===== src/rtl/imem_loader_if.sv =====
// Byte-stream ingress, instruction-memory write port and core control for imem_loader.
// Signals only; no logic or latency.
// ByteValid is held by the source until a cycle where ByteReady is also high.
interface imem_loader_if #(
    parameter int ADDR_W = 5
);
    logic              ByteValid;
    logic [7:0]        ByteData;
    logic              ByteReady;
    logic              Start;
    logic              IMWrite;
    logic [ADDR_W-1:0] IMWAddr;
    logic [31:0]       IMWData;
    logic              CoreRST;
    logic              Done;
    logic              Error;

    // Host side: byte source, reload request, and observer of memory/core control.
    modport master (
        output ByteValid, ByteData, Start,
        input  ByteReady, IMWrite, IMWAddr, IMWData, CoreRST, Done, Error
    );

    // Loader side.
    modport slave (
        input  ByteValid, ByteData, Start,
        output ByteReady, IMWrite, IMWAddr, IMWData, CoreRST, Done, Error
    );
endinterface


===== src/rtl/imem_loader.sv =====
// Boot loader: length-prefixed, XOR-checksummed byte stream -> big-endian words in instruction memory.
// Latency: IMWrite one cycle after a word's 4th byte; CoreRST/Done/Error on the checksum-accept edge.
// Backpressure: ByteReady is a pure state decode, high only in LEN_HI, LEN_LO, DATA and CSUM.
module imem_loader #(
    parameter int ADDR_W = 5
) (
    input  logic          CLK,
    input  logic          RST,
    imem_loader_if.slave  bus
);
    typedef enum logic [2:0] {
        BOOT   = 3'd0,
        LEN_HI = 3'd1,
        LEN_LO = 3'd2,
        DATA   = 3'd3,
        CSUM   = 3'd4,
        RUN    = 3'd5,
        ERR    = 3'd6
    } state_t;

    localparam logic [16:0] DEPTH = 17'd1 << ADDR_W;

    state_t            state;
    state_t            stateNext;
    logic              byteReady;
    logic              accept;
    logic [15:0]       len;
    logic [15:0]       fullLen;
    logic              lenBad;
    logic [ADDR_W:0]   wordIdx;
    logic [7:0]        csum;
    logic [23:0]       shiftReg;
    logic [1:0]        byteCnt;
    logic              lastByte;

    assign accept  = bus.ByteValid & byteReady;
    assign fullLen = {len[15:8], bus.ByteData};
    assign lenBad  = (fullLen == 16'd0) || ({1'b0, fullLen} > DEPTH);
    // Index is one bit wider than the address so Len = 2**ADDR_W terminates without wrapping.
    assign lastByte = (byteCnt == 2'd3) &&
                      ({{(15-ADDR_W){1'b0}}, wordIdx} == (len - 16'd1));

    always_ff @(posedge CLK or negedge RST) begin
        if (!RST) begin
            state <= BOOT;
        end else begin
            state <= stateNext;
        end
    end

    always_comb begin
        stateNext = state;
        case (state)
            BOOT:    stateNext = LEN_HI;
            LEN_HI:  if (accept) stateNext = LEN_LO;
            LEN_LO:  if (accept) stateNext = lenBad ? ERR : DATA;
            DATA:    if (accept && lastByte) stateNext = CSUM;
            CSUM:    if (accept) stateNext = (bus.ByteData == csum) ? RUN : ERR;
            RUN:     if (bus.Start) stateNext = LEN_HI;
            ERR:     if (bus.Start) stateNext = LEN_HI;
            default: stateNext = BOOT;
        endcase
    end

    always_comb begin
        byteReady = 1'b0;
        case (state)
            LEN_HI, LEN_LO, DATA, CSUM: byteReady = 1'b1;
            default:                    byteReady = 1'b0;
        endcase
    end

    assign bus.ByteReady = byteReady;

    always_ff @(posedge CLK or negedge RST) begin
        if (!RST) begin
            len         <= '0;
            wordIdx     <= '0;
            csum        <= '0;
            shiftReg    <= '0;
            byteCnt     <= '0;
            bus.IMWrite <= 1'b0;
            bus.IMWAddr <= '0;
            bus.IMWData <= '0;
        end else begin
            bus.IMWrite <= 1'b0;
            if (accept) begin
                case (state)
                    LEN_HI: len[15:8] <= bus.ByteData;
                    LEN_LO: begin
                        len[7:0] <= bus.ByteData;
                        wordIdx  <= '0;
                        csum     <= '0;
                        byteCnt  <= '0;
                    end
                    DATA: begin
                        csum <= csum ^ bus.ByteData;
                        if (byteCnt == 2'd3) begin
                            bus.IMWData <= {shiftReg, bus.ByteData};
                            bus.IMWAddr <= wordIdx[ADDR_W-1:0];
                            bus.IMWrite <= 1'b1;
                            wordIdx     <= wordIdx + 1'b1;
                            byteCnt     <= 2'd0;
                        end else begin
                            shiftReg <= {shiftReg[15:0], bus.ByteData};
                            byteCnt  <= byteCnt + 2'd1;
                        end
                    end
                    default: ;
                endcase
            end
        end
    end

    // Status follows the state being entered, so it flips on the same edge as the transition.
    always_ff @(posedge CLK or negedge RST) begin
        if (!RST) begin
            bus.CoreRST <= 1'b0;
            bus.Done    <= 1'b0;
            bus.Error   <= 1'b0;
        end else begin
            bus.CoreRST <= (stateNext == RUN);
            bus.Done    <= (stateNext == RUN);
            bus.Error   <= (stateNext == ERR);
        end
    end
endmodule


===== src/flat_wrapper.sv =====
// flat-port wrapper written by rule: the top's interface ports become plain ports
module imem_loader_flat 
#(
    parameter int ADDR_W = 5
)
  (CLK, RST, bus_ByteValid, bus_ByteData, bus_Start, bus_ByteReady, bus_IMWrite, bus_IMWAddr, bus_IMWData, bus_CoreRST, bus_Done, bus_Error);
  imem_loader_if #(.ADDR_W(ADDR_W)) bus_i ();
  input  logic CLK;
  input  logic RST;
  input wire logic [$bits(bus_i.ByteValid)-1:0] bus_ByteValid;
  input wire logic [$bits(bus_i.ByteData)-1:0] bus_ByteData;
  input wire logic [$bits(bus_i.Start)-1:0] bus_Start;
  output wire logic [$bits(bus_i.ByteReady)-1:0] bus_ByteReady;
  output wire logic [$bits(bus_i.IMWrite)-1:0] bus_IMWrite;
  output wire logic [$bits(bus_i.IMWAddr)-1:0] bus_IMWAddr;
  output wire logic [$bits(bus_i.IMWData)-1:0] bus_IMWData;
  output wire logic [$bits(bus_i.CoreRST)-1:0] bus_CoreRST;
  output wire logic [$bits(bus_i.Done)-1:0] bus_Done;
  output wire logic [$bits(bus_i.Error)-1:0] bus_Error;
  assign bus_i.ByteValid = bus_ByteValid;
  assign bus_i.ByteData = bus_ByteData;
  assign bus_i.Start = bus_Start;
  assign bus_ByteReady = bus_i.ByteReady;
  assign bus_IMWrite = bus_i.IMWrite;
  assign bus_IMWAddr = bus_i.IMWAddr;
  assign bus_IMWData = bus_i.IMWData;
  assign bus_CoreRST = bus_i.CoreRST;
  assign bus_Done = bus_i.Done;
  assign bus_Error = bus_i.Error;
  imem_loader #(.ADDR_W(ADDR_W)) u_core (.CLK(CLK), .RST(RST), .bus(bus_i));
endmodule

===== config.mk =====
export PLATFORM = sky130hd
export DESIGN_NAME = imem_loader_flat
export DESIGN_NICKNAME = d
export VERILOG_FILES = /design/src/rtl/imem_loader_if.sv /design/src/rtl/imem_loader.sv /design/src/flat_wrapper.sv
export SDC_FILE = /design/constraint.sdc
export NUM_CORES = 1
export LEC_CHECK = 0
export ABC_AREA = 1
export ABC_CLOCK_PERIOD_IN_PS = 1800
export CORE_UTILIZATION = 50
export DETAILED_ROUTE_END_ITERATION = 10
export PLACE_DENSITY = 0.76
export SLEW_MARGIN = 5
export SYNTH_ARGS = -nofsm -noshare
export SYNTH_HDL_FRONTEND = slang
export SYNTH_SLANG_ARGS = --single-unit
export TNS_END_PERCENT = 30

===== constraint.sdc =====
create_clock -name CLK -period 1.8 [get_ports CLK]
set_clock_uncertainty 0.2 [all_clocks]
set_input_delay 0.27 -clock CLK [delete_from_list [all_inputs] [get_ports CLK]]
set_output_delay 0.27 -clock CLK [all_outputs]
set_load 0.01 [all_outputs]

==> impl_summary.md <==
Synthesis
When the netlist entered floorplanning its net count stood at 595. After synthesis, the share of flip-flops with an asynchronous set or reset is 1.00. The gate count after technology mapping is 580. The flip-flop and latch count after synthesis is 99.

The number of warnings reported in the yosys synthesis log is 0. The cell area after technology mapping is 0.00470 mm2. The top-area cell type share of the netlist area is 0.527. Ranked by total cell area, the synthesized netlist is headed by sky130_fd_sc_hd__dfrtp_1, sky130_fd_sc_hd__nand2_1, sky130_fd_sc_hd__o21ai_0. The sequential cell area fraction in the yosys report is 0.527. Counting instances in the post-synthesis netlist gives the leading cell types as sky130_fd_sc_hd__nand2_1, sky130_fd_sc_hd__dfrtp_1, sky130_fd_sc_hd__o21ai_0. The synthesized design contains 0 enable-type register cells. The dominant cell type by area after synthesis is sky130_fd_sc_hd__dfrtp_1.

Averaged over all synthesized cells, the footprint is 8.10 um2. The prevailing post-synth register cell is sky130_fd_sc_hd__dfrtp_1. The cell with the most instances after synthesis is sky130_fd_sc_hd__nand2_1. The number of different library cells in the post-synthesis netlist is 31.

STA
The number of hold violations in the final report came to 0. Setup repair after global routing could not meet its margin everywhere. Of the available clock period, the critical path in the final layout requires 1.19. The post-layout minimum cycle time is 2.15 ns.

After layout, the worst setup slack is -0.350 ns. Setup violations remaining at the end of the flow were counted as 78. The worst slew margin relative to its limit is 0.744. At the pin with the least slew margin, the transition time is 0.382 ns.

The achievable clock frequency is 0.465 GHz. Across all hold checks on the routed design, the worst slack comes to 0.112 ns. The max-slew violation total from the final report is 0.

Layout
The final standard cell area without fillers is 0.00695 mm2. The number of standard cells in the layout, taps in and fillers out is 851. The area growth from synthesis to layout is 47.8%. The post-layout net count is 750. The share of cells above drive strength 1 is 0.316. At the end of the flow the core is filled with cells to 0.759. The number of antenna cells inserted is 0.

Pwr
The power per cell area is 1660 mW/mm2. Power comes to 11600 uW. The clock network fraction of total power is 0.128. Of the total power, registers draw 0.339. The combinational fraction of design power is 0.533. The net switching power figure is 4920 uW. The worst-case IR drop observed on VDD is 0.864 mV. The static power due to leakage is 0.00358 uW. Cell internal power was estimated by the tool at 6640 uW. Of the total power, the share spent switching nets is 0.426.

Critical path
The critical-path maximum fanout is 6. The worst setup path is of the reg -> reg kind. The kind of launch point of the worst setup path is a flop. The data arrival time of the worst path is 2.26 ns.

The worst register-to-register path begins at u_core.len[0]$_DFFE_PN0P_. The worst setup path startpoint is u_core.len[0]$_DFFE_PN0P_. STA classifies the critical path endpoint as a flop. Data on the critical path is required at its endpoint by 1.91 ns.

Detailed routing
The total via count in the routed design is 4734. The average routed wire per standard cell is 17.9 um. The routed design has 15200 um of wire.

The iteration count of the initial detailed-routing pass is 8. The first-iteration detailed-routing DRC count is 445. The post-detailed-route count of antenna-violating nets is 0. The mean number of vias per cell is 5.56. The detailed-route DRC error count is 2.

Clocking
The longest clock path from root to sink contains 2 buffers. The number of H-tree branching levels is 3. At the later pin of the worst-skew pair, clock insertion delay measures 0.39 ns. The clock net in this run drives a total of 99 sinks. TritonCTS built the clock tree.

The clock-pin slew on the worst setup and hold paths is 0.12 ns. The number of buffers created by CTS is 9. The root cell of the clock tree is sky130_fd_sc_hd__clkbuf_8.

Floorplanning
The die height is 99.0 um. The initial core utilization is 0.513. The number of ports placed on the die boundary is 54. In this run the core area contains 35 standard-cell rows. The floorplan step defined a core boundary enclosing 0.00915 mm2. The x dimension of the die is 99.0 um. The floorplan step defined a die boundary enclosing 0.00979 mm2.

Placed design
The cell count after placement is 801. Routability-driven placement finished with a final weighted congestion of 0.937. The HPWL after detailed placement is 8960 um.

In this run the tool buffered the top-level ports with 53 buffer cells. The total cell area at the placement stage is 0.00588 mm2.

GRT
The global-route wire length before repair is 20000 um. The number of global-route vias before repair is 4199. The total global-route track usage is 0.265. Entering global routing, the biggest net connects 35 pins.

The number of antenna violations at the first check in global routing is 0. After global routing the overflow that remains totals 0.

Outcome
The checks that failed: DRC, setup timing. The flow ran to the end, but the final reports show violations.

Run
The number of max-capacitance violations reported is 0.

Min path
The class of the tightest hold or removal check is in -> async.
[worst max-delay path: stages (launching register included)]
cell and delay [ns]:
sky130_fd_sc_hd__dfrtp_1 0.43, sky130_fd_sc_hd__inv_2 0.13, sky130_fd_sc_hd__ha_4 0.22, sky130_fd_sc_hd__nand2_1 0.09, sky130_fd_sc_hd__nand3_1 0.09, sky130_fd_sc_hd__nand2_1 0.07, sky130_fd_sc_hd__inv_1 0.07, sky130_fd_sc_hd__nand2_2 0.06
sky130_fd_sc_hd__nor2_1 0.11, sky130_fd_sc_hd__nand3_1 0.09, sky130_fd_sc_hd__nor2_1 0.11, sky130_fd_sc_hd__nand2_1 0.10, sky130_fd_sc_hd__nand2_2 0.11, sky130_fd_sc_hd__nand3_1 0.08, sky130_fd_sc_hd__nor2_1 0.11
[power by group through the flow]
stage	combinational, uW	sequential [uW]	clock [uW]
3_5_place_dp	4700	3820	0
5_1_grt	6620	3990	1580
6_report	6160	3920	1490
3_3_place_gp	4560	3780	0
2_1_floorplan	2340	3890	0
4_1_cts	5030	3770	1470
[routing by layer]
layer	share of wire	wire, um	GRT usage
met3	0.072	1100	0.0376
met4	0.035	533	0.0930
met1	0.39	5970	0.361
met5	0	0	0
met2	0.50	7630	0.437
[logic make-up after synthesis]
| logic type | count (synthesis) | share of synthesized area |
|---|---|---|
| adder cells (fa/ha/maj) | 3 | 0.00799 |
| XOR/XNOR | 10 | 0.0186 |
| buffers and inverters | 84 | 0.0748 |
| AND/OR/NAND/NOR | 286 | 0.262 |
| flip-flops | 99 | 0.527 |
| AO/OA/AOI/OAI | 98 | 0.109 |
[layout by cell type, fill, tap and decap left out, drive strengths merged, types with 3 or more instances in the layout]
cell type      Yosys  layout
nand3             35      35
nand2            193     194
nor2              49      49
xnor2              5       5
clkbuf             6      17
nor3               4       4
o21ai             84      84
a21oi              7       7
buf               10     100
clkdlybuf4s50      0      38
clkinv             0       3
dfrtp             99      99
dlymetal6s2s       0      13
xor2               5       5
inv               68      71
ha                 3       3
a22o               4       4
[metrics by stage]
step / setup TNS, ns / setup WS [ns]
finish: -10.27 / -0.350
global route: -14.41 / -0.446
CTS: -0.878 / -0.201
detailed placement: -8.58 / -0.312
global placement: -6.94 / -0.315
floorplan: 0 / 0.0403
[path summary, 6_finish.rpt]
kind                                                      end  slack [ns]  cells past startpoint
setup / recovery                   u_core.bus.Error$_DFF_PN0_       -0.35                     14
setup reg to reg                   u_core.bus.Error$_DFF_PN0_       -0.35                     14
max in group asynchronous     u_core.shiftReg[14]$_DFFE_PN0P_        0.74                      3
hold reg to reg            u_core.bus.IMWData[29]$_DFFE_PN0P_        0.30                      2
min in group CLK           u_core.bus.IMWData[29]$_DFFE_PN0P_        0.30                      2
hold / removal              u_core.bus.IMWAddr[0]$_DFFE_PN0P_        0.11                      2
[cell type report]
class / instances / area (um2)
Sequential cell: 99 / 2480
Clock inverter: 6 / 65.1
Timing Repair Buffer: 159 / 1620
Fill cell: 558 / 2210
Tap cell: 111 / 139
Inverter: 68 / 285
Clock buffer: 10 / 138
Multi-Input combinational cell: 398 / 2220
[what timing repair did]
action	CTS	global route
pin swaps	10	14
resized for setup	31	167
buffers inserted	10	15
endpoints found under the setup margin	24	90
gates cloned	0	8
hold buffers	1	0
endpoints found under the hold margin	99	0
[flip-flops by register name (all words and copies together) (netlist names)]
signal and count:
u_core.bus.CoreRST 1, u_core.bus.Error 1, u_core.bus.IMWAddr 5, u_core.bus.IMWData 32, u_core.bus.IMWrite 1, u_core.byteCnt 2, u_core.csum 8, u_core.len 16
u_core.shiftReg 24, u_core.state 3, u_core.wordIdx 6
Note: power is estimated with default switching activity, not from simulation.
